$ cat src/rtl/dac_wave_sequencer_if.sv
// -----------------------------------------------------------------------------
// dac_wave_sequencer_if
//
// Bundles the configuration/control inputs and the waveform-datapath outputs
// of dac_wave_sequencer. Clock and reset are kept as plain module ports.
//
//   cfg_we, cfg_idx, cfg_data  segment slot write (ignored while busy)
//   start, stop, loop          playback control levels
//   tbl_sel, tbl_addr          table select / address to the lookup stage
//   sample_valid               tbl_sel/tbl_addr carry a live sample
//   seg_idx                    segment currently loaded or playing
//   busy, done                 sequence in progress / one-cycle end pulse
//
// modport master : the controller side (drives cfg/control, observes outputs)
// modport slave  : the sequencer itself
//
// ADDR_W and SEG_N must match the parameters given to dac_wave_sequencer.
// -----------------------------------------------------------------------------
interface dac_wave_sequencer_if #(
  parameter int ADDR_W = 5,
  parameter int SEG_N  = 4
);
  localparam int IDX_W = $clog2(SEG_N);

  logic              cfg_we;
  logic [IDX_W-1:0]  cfg_idx;
  logic [15:0]       cfg_data;
  logic              start;
  logic              stop;
  logic              loop;

  logic [1:0]        tbl_sel;
  logic [ADDR_W-1:0] tbl_addr;
  logic              sample_valid;
  logic [IDX_W-1:0]  seg_idx;
  logic              busy;
  logic              done;

  modport master (
    output cfg_we, cfg_idx, cfg_data, start, stop, loop,
    input  tbl_sel, tbl_addr, sample_valid, seg_idx, busy, done
  );

  modport slave (
    input  cfg_we, cfg_idx, cfg_data, start, stop, loop,
    output tbl_sel, tbl_addr, sample_valid, seg_idx, busy, done
  );
endinterface

$ cat src/rtl/dac_wave_sequencer.sv
// -----------------------------------------------------------------------------
// dac_wave_sequencer
//
// Playlist scheduler for the dual-DAC waveform datapath. Holds SEG_N segment
// slots (table select, address step, last flag, repeat count) and plays them
// back in order, driving the table select/address of the lookup stage.
//
// Ports:
//   clk    system clock, all logic on the rising edge
//   rst_n  asynchronous active-low reset (also clears the segment slots)
//   bus    dac_wave_sequencer_if.slave, see the interface for signal list
//
// cfg_data layout (CNT_W = 8):
//   [15:14] wave_sel  [13:11] step  [10] last  [9:2] repeats  [1:0] reserved
// A step of 0 plays as 1; repeats of 0 plays 2^CNT_W periods.
// -----------------------------------------------------------------------------
module dac_wave_sequencer #(
  parameter int ADDR_W = 5,
  parameter int SEG_N  = 4,
  parameter int CNT_W  = 8
) (
  input  logic                 clk,
  input  logic                 rst_n,
  dac_wave_sequencer_if.slave  bus
);
  localparam int IDX_W = $clog2(SEG_N);
  // Stored slot word: {wave_sel[1:0], step[2:0], last, repeats[CNT_W-1:0]}
  localparam int SEG_W = 6 + CNT_W;

  typedef enum logic [1:0] {
    IDLE = 2'd0,
    LOAD = 2'd1,
    RUN  = 2'd2
  } state_t;

  state_t            state_reg,        state_next;
  logic [IDX_W-1:0]  seg_idx_reg,      seg_idx_next;
  logic              stop_pending_reg, stop_pending_next;
  logic [ADDR_W-1:0] tbl_addr_reg,     tbl_addr_next;
  logic [1:0]        tbl_sel_reg,      tbl_sel_next;
  logic              sample_valid_reg, sample_valid_next;
  logic              busy_reg,         busy_next;
  logic              done_reg,         done_next;
  logic [2:0]        step_reg,         step_next;
  logic              last_reg,         last_next;
  logic [CNT_W-1:0]  rep_cnt_reg,      rep_cnt_next;

  // ---------------------------------------------------------------------------
  // Segment slots. Writes are only accepted in IDLE, which also covers a write
  // coinciding with an accepted start: LOAD then sees the new word.
  // ---------------------------------------------------------------------------
  logic              cfg_wr_en;
  logic [SEG_W-1:0]  cfg_word;
  logic [SEG_W-1:0]  slot_words [SEG_N];
  logic              unused_cfg_bits;

  assign cfg_wr_en       = bus.cfg_we && (state_reg == IDLE);
  assign cfg_word        = bus.cfg_data[2 +: SEG_W];
  assign unused_cfg_bits = ^bus.cfg_data[1:0];

  genvar gi;
  generate
    for (gi = 0; gi < SEG_N; gi++) begin : g_slot
      logic [SEG_W-1:0] slot_reg;

      always_ff @(posedge clk or negedge rst_n) begin
        if (!rst_n) begin
          slot_reg <= '0;
        end else if (cfg_wr_en && (bus.cfg_idx == IDX_W'(gi))) begin
          slot_reg <= cfg_word;
        end
      end

      assign slot_words[gi] = slot_reg;
    end
  endgenerate

  // Decoded view of the slot addressed by seg_idx (used during LOAD).
  logic [SEG_W-1:0] cur_seg;
  logic [1:0]       cur_sel;
  logic [2:0]       cur_step;
  logic             cur_last;
  logic [CNT_W-1:0] cur_reps;

  assign cur_seg  = slot_words[seg_idx_reg];
  assign cur_sel  = cur_seg[CNT_W+5:CNT_W+4];
  assign cur_step = (cur_seg[CNT_W+3:CNT_W+1] == 3'd0) ? 3'd1 : cur_seg[CNT_W+3:CNT_W+1];
  assign cur_last = cur_seg[CNT_W];
  // repeats of 0 needs no special case: decrementing from 0 wraps, so the
  // counter reaches 1 only after 2^CNT_W - 1 period boundaries.
  assign cur_reps = cur_seg[CNT_W-1:0];

  // One extra bit so the carry out marks a period boundary while the low bits
  // keep the phase across the wrap.
  logic [ADDR_W:0] addr_sum;
  logic            addr_carry;

  assign addr_sum   = {1'b0, tbl_addr_reg} + (ADDR_W+1)'(step_reg);
  assign addr_carry = addr_sum[ADDR_W];

  // ---------------------------------------------------------------------------
  // Next-state and output logic
  // ---------------------------------------------------------------------------
  always_comb begin
    state_next        = state_reg;
    seg_idx_next      = seg_idx_reg;
    stop_pending_next = stop_pending_reg;
    tbl_addr_next     = tbl_addr_reg;
    tbl_sel_next      = tbl_sel_reg;
    sample_valid_next = 1'b0;
    busy_next         = busy_reg;
    done_next         = 1'b0;
    step_next         = step_reg;
    last_next         = last_reg;
    rep_cnt_next      = rep_cnt_reg;

    case (state_reg)
      IDLE: begin
        busy_next = 1'b0;
        // stop has priority over a simultaneous start
        if (bus.start && !bus.stop) begin
          state_next        = LOAD;
          seg_idx_next      = '0;
          stop_pending_next = 1'b0;
          tbl_addr_next     = '0;
          busy_next         = 1'b1;
        end
      end

      LOAD: begin
        stop_pending_next = stop_pending_reg | bus.stop;
        tbl_sel_next      = cur_sel;
        step_next         = cur_step;
        last_next         = cur_last;
        rep_cnt_next      = cur_reps;
        tbl_addr_next     = '0;
        sample_valid_next = 1'b1;
        busy_next         = 1'b1;
        state_next        = RUN;
      end

      RUN: begin
        stop_pending_next = stop_pending_reg | bus.stop;
        sample_valid_next = 1'b1;
        busy_next         = 1'b1;
        tbl_addr_next     = addr_sum[ADDR_W-1:0];

        if (addr_carry) begin
          if (stop_pending_reg) begin
            // Graceful stop: only ever taken on a period boundary.
            state_next        = IDLE;
            sample_valid_next = 1'b0;
            busy_next         = 1'b0;
            done_next         = 1'b1;
            tbl_addr_next     = '0;
          end else if (rep_cnt_reg != CNT_W'(1)) begin
            rep_cnt_next = rep_cnt_reg - 1'b1;
          end else if (!last_reg && (seg_idx_reg != IDX_W'(SEG_N-1))) begin
            seg_idx_next      = seg_idx_reg + 1'b1;
            state_next        = LOAD;
            sample_valid_next = 1'b0;
            tbl_addr_next     = '0;
          end else if (bus.loop) begin
            seg_idx_next      = '0;
            state_next        = LOAD;
            sample_valid_next = 1'b0;
            tbl_addr_next     = '0;
          end else begin
            state_next        = IDLE;
            sample_valid_next = 1'b0;
            busy_next         = 1'b0;
            done_next         = 1'b1;
            tbl_addr_next     = '0;
          end
        end
      end

      default: begin
        state_next = IDLE;
        busy_next  = 1'b0;
      end
    endcase
  end

  // ---------------------------------------------------------------------------
  // State register
  // ---------------------------------------------------------------------------
  always_ff @(posedge clk or negedge rst_n) begin
    if (!rst_n) begin
      state_reg        <= IDLE;
      seg_idx_reg      <= '0;
      stop_pending_reg <= 1'b0;
      tbl_addr_reg     <= '0;
      tbl_sel_reg      <= 2'd0;
      sample_valid_reg <= 1'b0;
      busy_reg         <= 1'b0;
      done_reg         <= 1'b0;
      step_reg         <= 3'd0;
      last_reg         <= 1'b0;
      rep_cnt_reg      <= '0;
    end else begin
      state_reg        <= state_next;
      seg_idx_reg      <= seg_idx_next;
      stop_pending_reg <= stop_pending_next;
      tbl_addr_reg     <= tbl_addr_next;
      tbl_sel_reg      <= tbl_sel_next;
      sample_valid_reg <= sample_valid_next;
      busy_reg         <= busy_next;
      done_reg         <= done_next;
      step_reg         <= step_next;
      last_reg         <= last_next;
      rep_cnt_reg      <= rep_cnt_next;
    end
  end

  assign bus.tbl_sel      = tbl_sel_reg;
  assign bus.tbl_addr     = tbl_addr_reg;
  assign bus.sample_valid = sample_valid_reg;
  assign bus.seg_idx      = seg_idx_reg;
  assign bus.busy         = busy_reg;
  assign bus.done         = done_reg;

endmodule

$ cat src/flat_wrapper.sv
// flat-port wrapper written by rule: the top's interface ports become plain ports
module dac_wave_sequencer_flat 
#(
  parameter int ADDR_W = 5,
  parameter int SEG_N  = 4,
  parameter int CNT_W  = 8
)
  (clk, rst_n, bus_cfg_we, bus_cfg_idx, bus_cfg_data, bus_start, bus_stop, bus_loop, bus_tbl_sel, bus_tbl_addr, bus_sample_valid, bus_seg_idx, bus_busy, bus_done);
  dac_wave_sequencer_if #(.ADDR_W(ADDR_W), .SEG_N(SEG_N)) bus_i ();
  input  logic clk;
  input  logic rst_n;
  input wire logic [$bits(bus_i.cfg_we)-1:0] bus_cfg_we;
  input wire logic [$bits(bus_i.cfg_idx)-1:0] bus_cfg_idx;
  input wire logic [$bits(bus_i.cfg_data)-1:0] bus_cfg_data;
  input wire logic [$bits(bus_i.start)-1:0] bus_start;
  input wire logic [$bits(bus_i.stop)-1:0] bus_stop;
  input wire logic [$bits(bus_i.loop)-1:0] bus_loop;
  output wire logic [$bits(bus_i.tbl_sel)-1:0] bus_tbl_sel;
  output wire logic [$bits(bus_i.tbl_addr)-1:0] bus_tbl_addr;
  output wire logic [$bits(bus_i.sample_valid)-1:0] bus_sample_valid;
  output wire logic [$bits(bus_i.seg_idx)-1:0] bus_seg_idx;
  output wire logic [$bits(bus_i.busy)-1:0] bus_busy;
  output wire logic [$bits(bus_i.done)-1:0] bus_done;
  assign bus_i.cfg_we = bus_cfg_we;
  assign bus_i.cfg_idx = bus_cfg_idx;
  assign bus_i.cfg_data = bus_cfg_data;
  assign bus_i.start = bus_start;
  assign bus_i.stop = bus_stop;
  assign bus_i.loop = bus_loop;
  assign bus_tbl_sel = bus_i.tbl_sel;
  assign bus_tbl_addr = bus_i.tbl_addr;
  assign bus_sample_valid = bus_i.sample_valid;
  assign bus_seg_idx = bus_i.seg_idx;
  assign bus_busy = bus_i.busy;
  assign bus_done = bus_i.done;
  dac_wave_sequencer #(.ADDR_W(ADDR_W), .SEG_N(SEG_N), .CNT_W(CNT_W)) u_core (.clk(clk), .rst_n(rst_n), .bus(bus_i));
endmodule
$ cat config.mk
export PLATFORM = sky130hd
export DESIGN_NAME = dac_wave_sequencer_flat
export DESIGN_NICKNAME = d
export VERILOG_FILES = /design/src/rtl/dac_wave_sequencer_if.sv /design/src/rtl/dac_wave_sequencer.sv /design/src/flat_wrapper.sv
export SDC_FILE = /design/constraint.sdc
export NUM_CORES = 1
export LEC_CHECK = 0
export ABC_AREA = 1
export CORE_ASPECT_RATIO = 1.5
export CORE_MARGIN = 2
export CORE_UTILIZATION = 30
export CTS_CLUSTER_SIZE = 40
export DETAILED_ROUTE_END_ITERATION = 8
export GPL_ROUTABILITY_DRIVEN = 1
export PLACE_DENSITY = 0.51
export SETUP_SLACK_MARGIN = 0.2
export SYNTH_ARGS = -nofsm -noshare
export SYNTH_HDL_FRONTEND = slang
export SYNTH_SLANG_ARGS = --single-unit
$ cat constraint.sdc
create_clock -name clk -period 3.7 [get_ports clk]
set_input_delay 0.74 -clock clk [delete_from_list [all_inputs] [get_ports clk]]
set_output_delay 0.74 -clock clk [all_outputs]
set_load 0.05 [all_outputs]
# Word-level counts from Yosys, hierarchy flattened
# Cells that the tools add are included.
[totals] register_bits=83 input_bits=24 output_inout_bits=12 word_cells=103
[classes] addsub=3 order_cmp=1 n_eq_ne=14 mux=46 n_bitwise=2 n_reduce_logical=22
[ops] operator="$bmux W14 S2" n=1
[ops] operator="$mux W14" n=2
[ops] operator="$mux W8" n=3
[ops] operator="$mux W2" n=11
[ops] operator="$mux W5" n=4
[ops] operator="$mux W1" n=17
[ops] operator="$pmux W8 S2" n=1
[ops] operator="$pmux W5 S3" n=1
[ops] operator="$ne A2 B2 Y1 const B" n=4
[ops] operator="$ne A8 B1 Y1 const B" n=1
[ops] operator="$sub A8 B1 Y8 const B" n=1
[ops] operator="$logic_and A1 B1 Y1" n=7
[ops] operator="$add A5 B3 Y6" n=1
[ops] operator="$eq A2 B2 Y1 const B" n=3
[ops] operator="$ne A3 B2 Y1 const B" n=2
[ops] operator="$pmux W2 S3" n=1
[ops] operator="$reduce_and A6 Y1" n=1
[ops] operator="$reduce_bool A2 Y1" n=3
[ops] operator="$eq A2 B1 Y1 const B" n=2
[ops] operator="$logic_not A2 Y1" n=2
[ops] operator="$ne A2 B1 Y1 const B" n=2
[ops] operator="$pmux W1 S2" n=2
[ops] operator="$pmux W2 S2" n=1
[ops] operator="$reduce_and A2 Y1" n=2
[ops] operator="12 further kinds" n=13

# Longest topological paths before layout
# Gate-level depths: netlist of the first run.
[depth] ltp_word=7 depth_mapped=11 ltp_nobuf=11

# Worst setup path before layout of the first run
# Ideal clock, no wire load.
[synth_timing] path_kind="register to register" from="register u_core.tbl_addr_reg[0] (netlist: u_core.bus.tbl_addr[0])" to="register u_core.tbl_addr_reg[4] (netlist: u_core.bus.tbl_addr[4])" setup_ns=0.073 arrival_time_ns=1.821 t_required_ns=3.627 setup_slack_ns=1.806 path_stages_with_launch=10 n_path_buf=0 synth_period_minus_slack_ns=1.894 path_cell_list="dfrtp_1 > ha_1 > inv_1 > fa_1 > inv_1 > nand2_1 > a21oi_1 > a21o_1 > nand2_1 > a21oi_2"
[synth_between] elab_chain_len=5
[synth_lines] item="start, declared" line="dac_wave_sequencer.sv:39" rtl="logic [ADDR_W-1:0] tbl_addr_reg, tbl_addr_next;"
[synth_lines] item="start signal, assigned" line="dac_wave_sequencer.sv:205" rtl="tbl_addr_reg <= tbl_addr_next;"
[synth_lines] item="$add A5 B3 Y6 *" line="dac_wave_sequencer.sv:98" rtl="assign addr_sum = {1'b0, tbl_addr_reg} + (ADDR_W+1)'(step_reg);"
[synth_lines] item="$mux W5" line="dac_wave_sequencer.sv:156" rtl="end else if (rep_cnt_reg != CNT_W'(1)) begin"
[synth_lines] item="$mux W5" line="dac_wave_sequencer.sv:149" rtl="if (stop_pending_reg) begin"
[synth_lines] item="$mux W5 *" line="dac_wave_sequencer.sv:148" rtl="if (addr_carry) begin"
[synth_lines] item="$pmux W5 S3 *" line="dac_wave_sequencer.sv:117" rtl="case (state_reg)"
# Mark *: on every way between the ends. The rest lies on a longest branch, timed or not.
# A chain may end at the register's enable or synchronous reset.

# Worst setup path after layout of the first run
[layout_timing] from="register u_core.tbl_addr_reg[3] (netlist: u_core.bus.tbl_addr[3])" to="output port bus_tbl_addr[3]"
[layout_rtl] item="end, declared" line="flat_wrapper.sv:19" rtl="output wire logic [$bits(bus_i.tbl_addr)-1:0] bus_tbl_addr;"
# No word-level cell between the ends.

==> Flow_metrics.wiki, run 1 <==
{| class="wikitable"
! Metric !! Value
|-
| Critical-path cell with the highest stage delay || sky130_fd_sc_hd__clkdlybuf4s50_1
|-
| Count of boundary I/O pins || 36
|-
| Nature of the critical path endpoint || output pin
|-
| Number of nets in the finished design || approximately 590
|-
| Ratio of cells with drive above 1 in the final layout || under 10%
|-
| Critical path arrival || ~1.5 ns
|-
| ANT nets after route || 0
|-
| Number of max-cap violations || 0
|-
| Static power due to leakage || 2.40 nW
|-
| Largest stage delay on the critical path || about 0.82 ns
|-
| FF-to-FF End || u_core.rep_cnt_reg[2]
|-
| Cts hold-fix bufs || 0
|-
| Leading cell types in the layout, fill and taps excluded || 146 x sky130_fd_sc_hd__nand2_1, 83 x sky130_fd_sc_hd__dfrtp_1, 58 x sky130_fd_sc_hd__nor2_1
|-
| Clock latency at the later pin of the worst-skew pair || roughly 0.33 ns
|-
| Drt via density || between 4 and 5
|-
| Core area || around 14,000 sq um
|-
| Maximum vdd drop || 0.000272 V
|-
| Total via count after detailed routing || about 3,400
|-
| TritonCTS clock tree || built
|-
| Worst-case clock skew || 0.00583 ns
|-
| Register-to-Register Setup Slack || 1.72 ns
|-
| Area used by sequential logic in the layout || about 2100 sq um
|-
| Count of filler cells inserted in the layout || approximately 1,500
|-
| Via count of the first global-routing pass || 3,396
|-
| Worst setup path endpoint || bus_tbl_addr[3]
|-
| CTS H-tree lvls || 3
|-
| Largest net degree at the start of global routing || 84
|-
| Portion of synthesized cell area occupied by the leading cell type || 48.8%
|-
| Routed len/inst || ~13 um
|-
| Clock Sink Count || 83
|-
| CP required || about 3.0 ns
|-
| Start point of the critical path || u_core.bus.tbl_addr[3]
|-
| Hold Path Depth || 2
|-
| Post-route DRC violation count || 0
|-
| Effective utilization at floorplan || around 31%
|-
| Total area of multi-input combinational cells || around 1800 sq um
|-
| Max-slew headroom at the worst pin || 29.5%
|-
| Number of max-slew violations in the final report || 0
|-
| Path class of the lowest-slack min-delay path || reg -> reg
|-
| Clock slew at the register clock pins of the worst setup and hold paths || ~0.060 ns
|-
| Ordered list of cells on the worst path || clkdlybuf4s50_1
|-
| Crit path buf inv count || 1
|-
| Floorplan die area || 15,200 sq um
|-
| Library cell with the largest summed area after synthesis || sky130_fd_sc_hd__dfrtp_1
|-
| Cells after Synth || 531
|-
| Number of warning messages in the yosys log || 0
|-
| Final hold vios || 0
|-
| Result of the run || finished, final reports clean
|-
| Post-CTS Setup Repair Bufs || 0
|-
| Setup repair after global routing missed its margin || false
|-
| Clock Tree Root || sky130_fd_sc_hd__clkbuf_16
|-
| Total clock buffers created by CTS || 9
|-
| Sum of negative setup slack || 0 ns
|-
| Clock buffer depth || 2
|-
| Kind of critical path || reg -> out
|-
| Final period utilization || 61.2%
|-
| Origin of the critical flop-to-flop path || u_core.state_reg[0]
|-
| Most frequently used flop master after synthesis || sky130_fd_sc_hd__dfrtp_1
|-
| Total overflow reported by the global router || 0
|-
| Wire length of the first global-routing pass || approximately 16,000 um
|-
| Post-layout instance count excluding filler cells || between 700 and 800
|-
| Non-Filler Cell Area, Final || ~5000 sq um
|-
| Final core area utilization || 35.7%
|-
| Startpoint of the most critical hold path || u_core.rep_cnt_reg[1]
|-
| Sequential share of the synthesized area || roughly 49%
|-
| Power density relative to cell area || between 800 and 900 nW/um^2
|-
| Post-synth net total || about 570
|-
| Number of placed cells counting well taps || just over 700
|-
| Std-Cell Rows || between 50 and 60
|-
| Count of TritonRoute iterations in the first routing pass || 5
|-
| Number of enable flip-flop cells after synthesis || 0
|-
| Placement-stage cell area || 4660 sq um
|-
| DRC marker count from the first detailed-route iteration || about 150
|-
| Area of the mapped netlist || 4250 sq um
|-
| Category of the worst setup path launch point || register
|-
| Time the worst path needs with I/O delays and setup || 2.27 ns
|-
| Layout Area Growth over Synthesis || 16.9%
|-
| Top post-synthesis cells by area || sky130_fd_sc_hd__dfrtp_1 49%, sky130_fd_sc_hd__nand2_1 13%, sky130_fd_sc_hd__o21ai_0 6.5%, sky130_fd_sc_hd__nor2_1 5.1%, sky130_fd_sc_hd__inv_1 4.2%
|-
| Ys async rst share || 100%
|-
| FF+latch count, synth || just over 80
|-
| Antenna cell count || 0
|-
| Post-cts resize count || 0
|-
| Number of setup violations in the final report || 0
|-
| Netlist cell types || 34
|-
| Buffers added on ports || 33
|-
| Family of cells with the greatest summed delay on the critical path || buffers and inverters
|-
| Post-synthesis average cell area || about 8 sq um
|-
| Logic depth of the worst register-to-register path || 7
|-
| Number of antenna violations at the first check in global routing || 0
|-
| Total number of cells along the worst setup path || 1
|-
| Half-perimeter wire length after detailed placement || 6480 um
|-
| Slew @ Worst Pin || approximately 1.1 ns
|-
| Maximum fanout encountered on the critical timing path || 4
|-
| Maximum achievable frequency || 0.441 GHz
|-
| Commonest non-fill, non-tap cell in the layout || sky130_fd_sc_hd__nand2_1
|-
| Worst Hold Margin || between 0.4 and 0.5 ns
|-
| Width of the die || approximately 100 um
|-
| All-Layer GR Usage || 13.7%
|-
| Overall die height || between 100 and 150 um
|-
| Detailed-route wire length || between 9000 and 10,000 um
|-
| Global placer's final weighted congestion || between 0.8 and 0.9
|-
| Max FFs per register || 56
|}
logic make-up after synthesis:
family	after synthesis	synth area share, %
DFF	83	48.8
AOI/OAI and AO/OA	114	14.6
adders and majority gates	12	3.71
and+or+nand+nor	246	24.4
buffers and inverters	75	8.24
xor gates and xnor gates	1	0.206
worst min-delay path by stage:
stage | end | slack [ns]
floorplan | u_core.bus.busy | 0.44
global placement | u_core.rep_cnt_reg[1] | 0.46
detailed placement | u_core.rep_cnt_reg[1] | 0.47
CTS | u_core.rep_cnt_reg[1] | 0.48
global route | u_core.g_slot[1].slot_reg[1] | 0.50
finish | u_core.rep_cnt_reg[1] | 0.48
per-layer routing:
layer	global-route usage, %	routed length (um)
met1	16.4	4360
met2	24.6	4960
met3	2.06	229
met4	5.20	129
met5	0	0
synth_stat cells (2+ instances only):
cell type,n
sky130_fd_sc_hd__inv_1,48
sky130_fd_sc_hd__dfrtp_1,83
sky130_fd_sc_hd__nand2_1,146
sky130_fd_sc_hd__nor2_1,58
sky130_fd_sc_hd__a21oi_2,4
sky130_fd_sc_hd__nand2_4,4
sky130_fd_sc_hd__nand3_1,20
sky130_fd_sc_hd__buf_2,11
sky130_fd_sc_hd__buf_4,7
sky130_fd_sc_hd__o22ai_1,2
sky130_fd_sc_hd__nand4_1,3
sky130_fd_sc_hd__a21oi_1,14
sky130_fd_sc_hd__nand2_2,5
sky130_fd_sc_hd__o211ai_1,4
sky130_fd_sc_hd__nor3_1,2
sky130_fd_sc_hd__o21ai_1,27
sky130_fd_sc_hd__buf_6,3
sky130_fd_sc_hd__nor2_2,3
sky130_fd_sc_hd__or2_2,2
sky130_fd_sc_hd__a31oi_1,4
sky130_fd_sc_hd__ha_1,11
sky130_fd_sc_hd__o21ai_0,55
sky130_fd_sc_hd__inv_2,4
worst register-to-register path: stages, from the launching register on:
cell and delay [ns]:
sky130_fd_sc_hd__dfrtp_1 0.42, sky130_fd_sc_hd__inv_1 0.11, sky130_fd_sc_hd__ha_1 0.62, sky130_fd_sc_hd__inv_2 0.29
sky130_fd_sc_hd__nor3_1 0.27, sky130_fd_sc_hd__a21oi_1 0.06, sky130_fd_sc_hd__nand2_1 0.07, sky130_fd_sc_hd__nand2_1 0.04
cell type report:
| class | instances | area share (%) |
|---|---|---|
| Clock inverter | 5 | 1.21 |
| Multi-Input combinational cell | 373 | 36.7 |
| Tap cell | 165 | 4.15 |
| Inverter | 54 | 4.20 |
| Timing Repair Buffer | 35 | 6.89 |
| Clock buffer | 11 | 5.08 |
| Sequential cell | 83 | 41.8 |
report_power, final:
part	internal, W	switching [W]
logic	0.000579	0.00107
registers	0.00131	0.000222
clock network	0.000562	0.000358
total	0.00245	0.00165
through the flow:
stage	setup slack, ns	total power (W)
floorplan	1.81	0.00279
global placement	1.36	0.00316
detailed placement	1.31	0.00320
CTS	1.41	0.00415
global route	1.36	0.00448
finish	1.43	0.00410
No activity file was read; power rests on OpenSTA's default activity.
==> inputs of run 2 (changes only) <==
PLACE_DENSITY = 0.53   (was 0.51)
clock period = 1.88 ns   (was 3.7 ns; I/O delays follow)
==> run 2 against run 1 <==
Critical path type unchanged. Setup slack got worse by 1.2 ns. Critical endpoint is now bus_seg_idx[1]. Die area did not move. Worst hold slack improved by 0.0036 ns.
==> Flow_metrics.wiki, run 2 (synthesis results as in run 1) <==
{| class="wikitable"
! Metric !! Value
|-
| Routed len/inst || 13.7 um (+2.4%)
|-
| Non-Filler Cell Area, Final || 5250 sq um (+5.5%)
|-
| Leading cell types in the layout, fill and taps excluded || 144 x sky130_fd_sc_hd__nand2_1, 79 x sky130_fd_sc_hd__dfrtp_1, 57 x sky130_fd_sc_hd__nor2_1
|-
| Std-Cell Rows || 53 (unchanged)
|-
| Half-perimeter wire length after detailed placement || 6630 um (+2.3%)
|-
| Critical path arrival || 1.23 ns (-0.30 ns)
|-
| Number of max-slew violations in the final report || 0 (unchanged)
|-
| Number of max-cap violations || 0 (unchanged)
|-
| Placement-stage cell area || 4780 sq um (+2.6%)
|-
| CTS H-tree lvls || 3 (unchanged)
|-
| Buffers added on ports || 33 (unchanged)
|-
| Start point of the critical path || u_core.bus.seg_idx[1]
|-
| Count of filler cells inserted in the layout || 1,411 (-4.5%)
|-
| Core area || 13,900 sq um (unchanged)
|-
| ANT nets after route || 0 (unchanged)
|-
| Maximum vdd drop || 0.000568 V (+110%)
|-
| Layout Area Growth over Synthesis || 23.4%
|-
| All-Layer GR Usage || 14.5% (+0.71 points)
|-
| Path class of the lowest-slack min-delay path || reg -> reg
|-
| Overall die height || 150 um (unchanged)
|-
| Antenna cell count || 0 (unchanged)
|-
| Via count of the first global-routing pass || 3,520 (+3.7%)
|-
| Total power draw || 0.00852 W (+110%)
|-
| Area used by sequential logic in the layout || 2080 sq um (+0.24%)
|-
| Count of boundary I/O pins || 36 (unchanged)
|-
| Power density relative to cell area || 1620 nW/um^2 (+97%)
|-
| FF-to-FF End || u_core.bus.seg_idx[1]
|-
| Worst-case clock skew || 0.00479 ns (-0.00104 ns)
|-
| Number of nets in the finished design || 609 (+2.9%)
|-
| Width of the die || 101 um (unchanged)
|-
| Result of the run || finished, final reports clean
|-
| Register-to-Register Setup Slack || 0.28 ns (-1.44 ns)
|-
| Time the worst path needs with I/O delays and setup || 1.60 ns
|-
| Worst-case setup slack after placement || 0.139 ns (-1.18 ns)
|-
| Worst path setup slack after routing || 0.276 ns (-1.16 ns)
|-
| Total area of multi-input combinational cells || 1920 sq um (+5.4%)
|-
| DRC marker count from the first detailed-route iteration || 144 (-6.5%)
|-
| Clock latency at the later pin of the worst-skew pair || 0.34 ns (about the same)
|-
| Effective utilization at floorplan || 30.5% (unchanged)
|-
| Count of TritonRoute iterations in the first routing pass || 4 (-1)
|-
| Worst Hold Margin || 0.483 ns (+0.00361 ns)
|-
| Slew @ Worst Pin || 0.488 ns (-0.571 ns)
|-
| Commonest non-fill, non-tap cell in the layout || sky130_fd_sc_hd__nand2_1
|-
| Sum of negative setup slack || 0 ns (unchanged)
|-
| Drt via density || 4.70 (+0.71%)
|-
| Max-slew headroom at the worst pin || 67.6% (+38 points)
|-
| Setup repair after global routing missed its margin || true
|-
| Post-route DRC violation count || 0 (unchanged)
|-
| Clock Sink Count || 83 (unchanged)
|-
| Maximum achievable frequency || slightly above 0.6 GHz
|-
| Maximum fanout encountered on the critical timing path || 27 (+23)
|-
| Max FFs per register || 56 (unchanged)
|-
| Total overflow reported by the global router || 0 (unchanged)
|-
| Hold Path Depth || 2 (unchanged)
|-
| Logic depth of the worst register-to-register path || 10 (+3)
|-
| Hold EP || u_core.g_slot[1].slot_reg[8]
|-
| Global placer's final weighted congestion || 0.827 (+2.9%)
|-
| Category of the worst setup path launch point || register
|-
| Clock Tree Root || sky130_fd_sc_hd__clkbuf_16
|-
| Number of antenna violations at the first check in global routing || 0 (unchanged)
|-
| CP required || 1.50 ns (-1.46 ns)
|-
| Number of setup violations in the final report || 0 (unchanged)
|-
| Floorplan die area || 15,200 sq um (unchanged)
|-
| Clock buffer depth || 2 (unchanged)
|-
| Largest net degree at the start of global routing || 44 (-48%)
|-
| Origin of the critical flop-to-flop path || u_core.bus.tbl_addr[2]
|-
| TritonCTS clock tree || built
|-
| Detailed-route wire length || 10,100 um (+4.8%)
|-
| Final hold vios || 0 (unchanged)
|-
| Nature of the critical path endpoint || output pin
|-
| Clock slew at the register clock pins of the worst setup and hold paths || 0.06 ns (about the same)
|-
| Startpoint of the most critical hold path || u_core.g_slot[1].slot_reg[8]
|-
| Static power due to leakage || 2.52 nW (+4.8%)
|-
| Kind of critical path || reg -> out
|-
| Wire length of the first global-routing pass || 17,000 um (+3.5%)
|-
| Final period utilization || 85.3%
|-
| Total via count after detailed routing || 3,492 (+3.1%)
|-
| Ratio of cells with drive above 1 in the final layout || 14.2% (+6.0 points)
|-
| Total clock buffers created by CTS || 9 (unchanged)
|}
-- run 2: cell count changes in the layout (fill, tap and decap cells not counted), sizes merged --
| cell | before | now |
|---|---|---|
| clkinvlp | 1 | 0 |
| bufinv | 1 | 2 |
| dlygate4sd2 | 0 | 3 |
| clkbuf | 11 | 12 |
| clkdlybuf4s50 | 32 | 20 |
| clkinv | 4 | 2 |
| dlygate4sd3 | 0 | 1 |
| nand2 | 155 | 156 |
| inv | 53 | 54 |
| buf | 3 | 27 |
-- run 2: metrics by stage --
| stage | utilization, % | cells |
|---|---|---|
| global placement | 34.3 | 720 |
| finish | 37.7 | 743 |
| detailed placement | 34.3 | 720 |
| floorplan | - | 531 |
| CTS | 36.8 | 738 |
| global route | 37.7 | 743 |
-- run 2: worst max-delay path: stages, from the launching register on --
cell                      delay (ns)
sky130_fd_sc_hd__dfrtp_1        0.35
sky130_fd_sc_hd__buf_4          0.35
sky130_fd_sc_hd__buf_12         0.19
-- run 2: how the worst max path moves through the flow --
stage	endpoint	slack [ns]	cells after the start
4_1_cts	u_core.rep_cnt_reg[7]	0.22	11
3_5_place_dp	u_core.g_slot[1].slot_reg[5]	0.14	6
2_1_floorplan	u_core.bus.tbl_addr[4]	0.13	9
5_1_grt	u_core.rep_cnt_reg[4]	0.16	11
6_report	bus_seg_idx[1]	0.28	2
3_3_place_gp	u_core.bus.tbl_addr[2]	0.16	6
-- run 2: area by class of cell --
| type | count | share of cell area, % |
|---|---|---|
| multi-input combinational | 374 | 36.7 |
| sequential | 83 | 39.7 |
| clock inverter | 4 | 1.41 |
| clock buffer | 12 | 4.70 |
| tap | 165 | 3.93 |
| timing repair buffer | 51 | 9.56 |
| inverter | 54 | 4.05 |
-- run 2: power breakdown --
group,switching (W),internal (W)
Combinational,0.00222,0.00135
Clock,0.000706,0.00120
Sequential,0.000460,0.00258
-- run 2: routing by layer --
| metal | wire length, um | vias up | global-route usage [%] |
|---|---|---|---|
| li1 | - | 1785 | - |
| met1 | 4410 | 1638 | 17.4 |
| met2 | 5190 | 56 | 24.8 |
| met3 | 328 | 13 | 3.50 |
| met4 | 216 | 0 | 5.34 |
| met5 | 0 | - | 0 |
-- run 2: repair_timing --
| item | CTS | global route |
|---|---|---|
| hold buffers | 1 | 0 |
| gates cloned | 1 | 0 |
| pin swaps | 1 | 9 |
| gates resized for setup | 4 | 19 |
| endpoints found under the hold margin | 28 | 0 |
| endpoints found under the setup margin | 10 | 58 |
| buffers inserted | 0 | 5 |
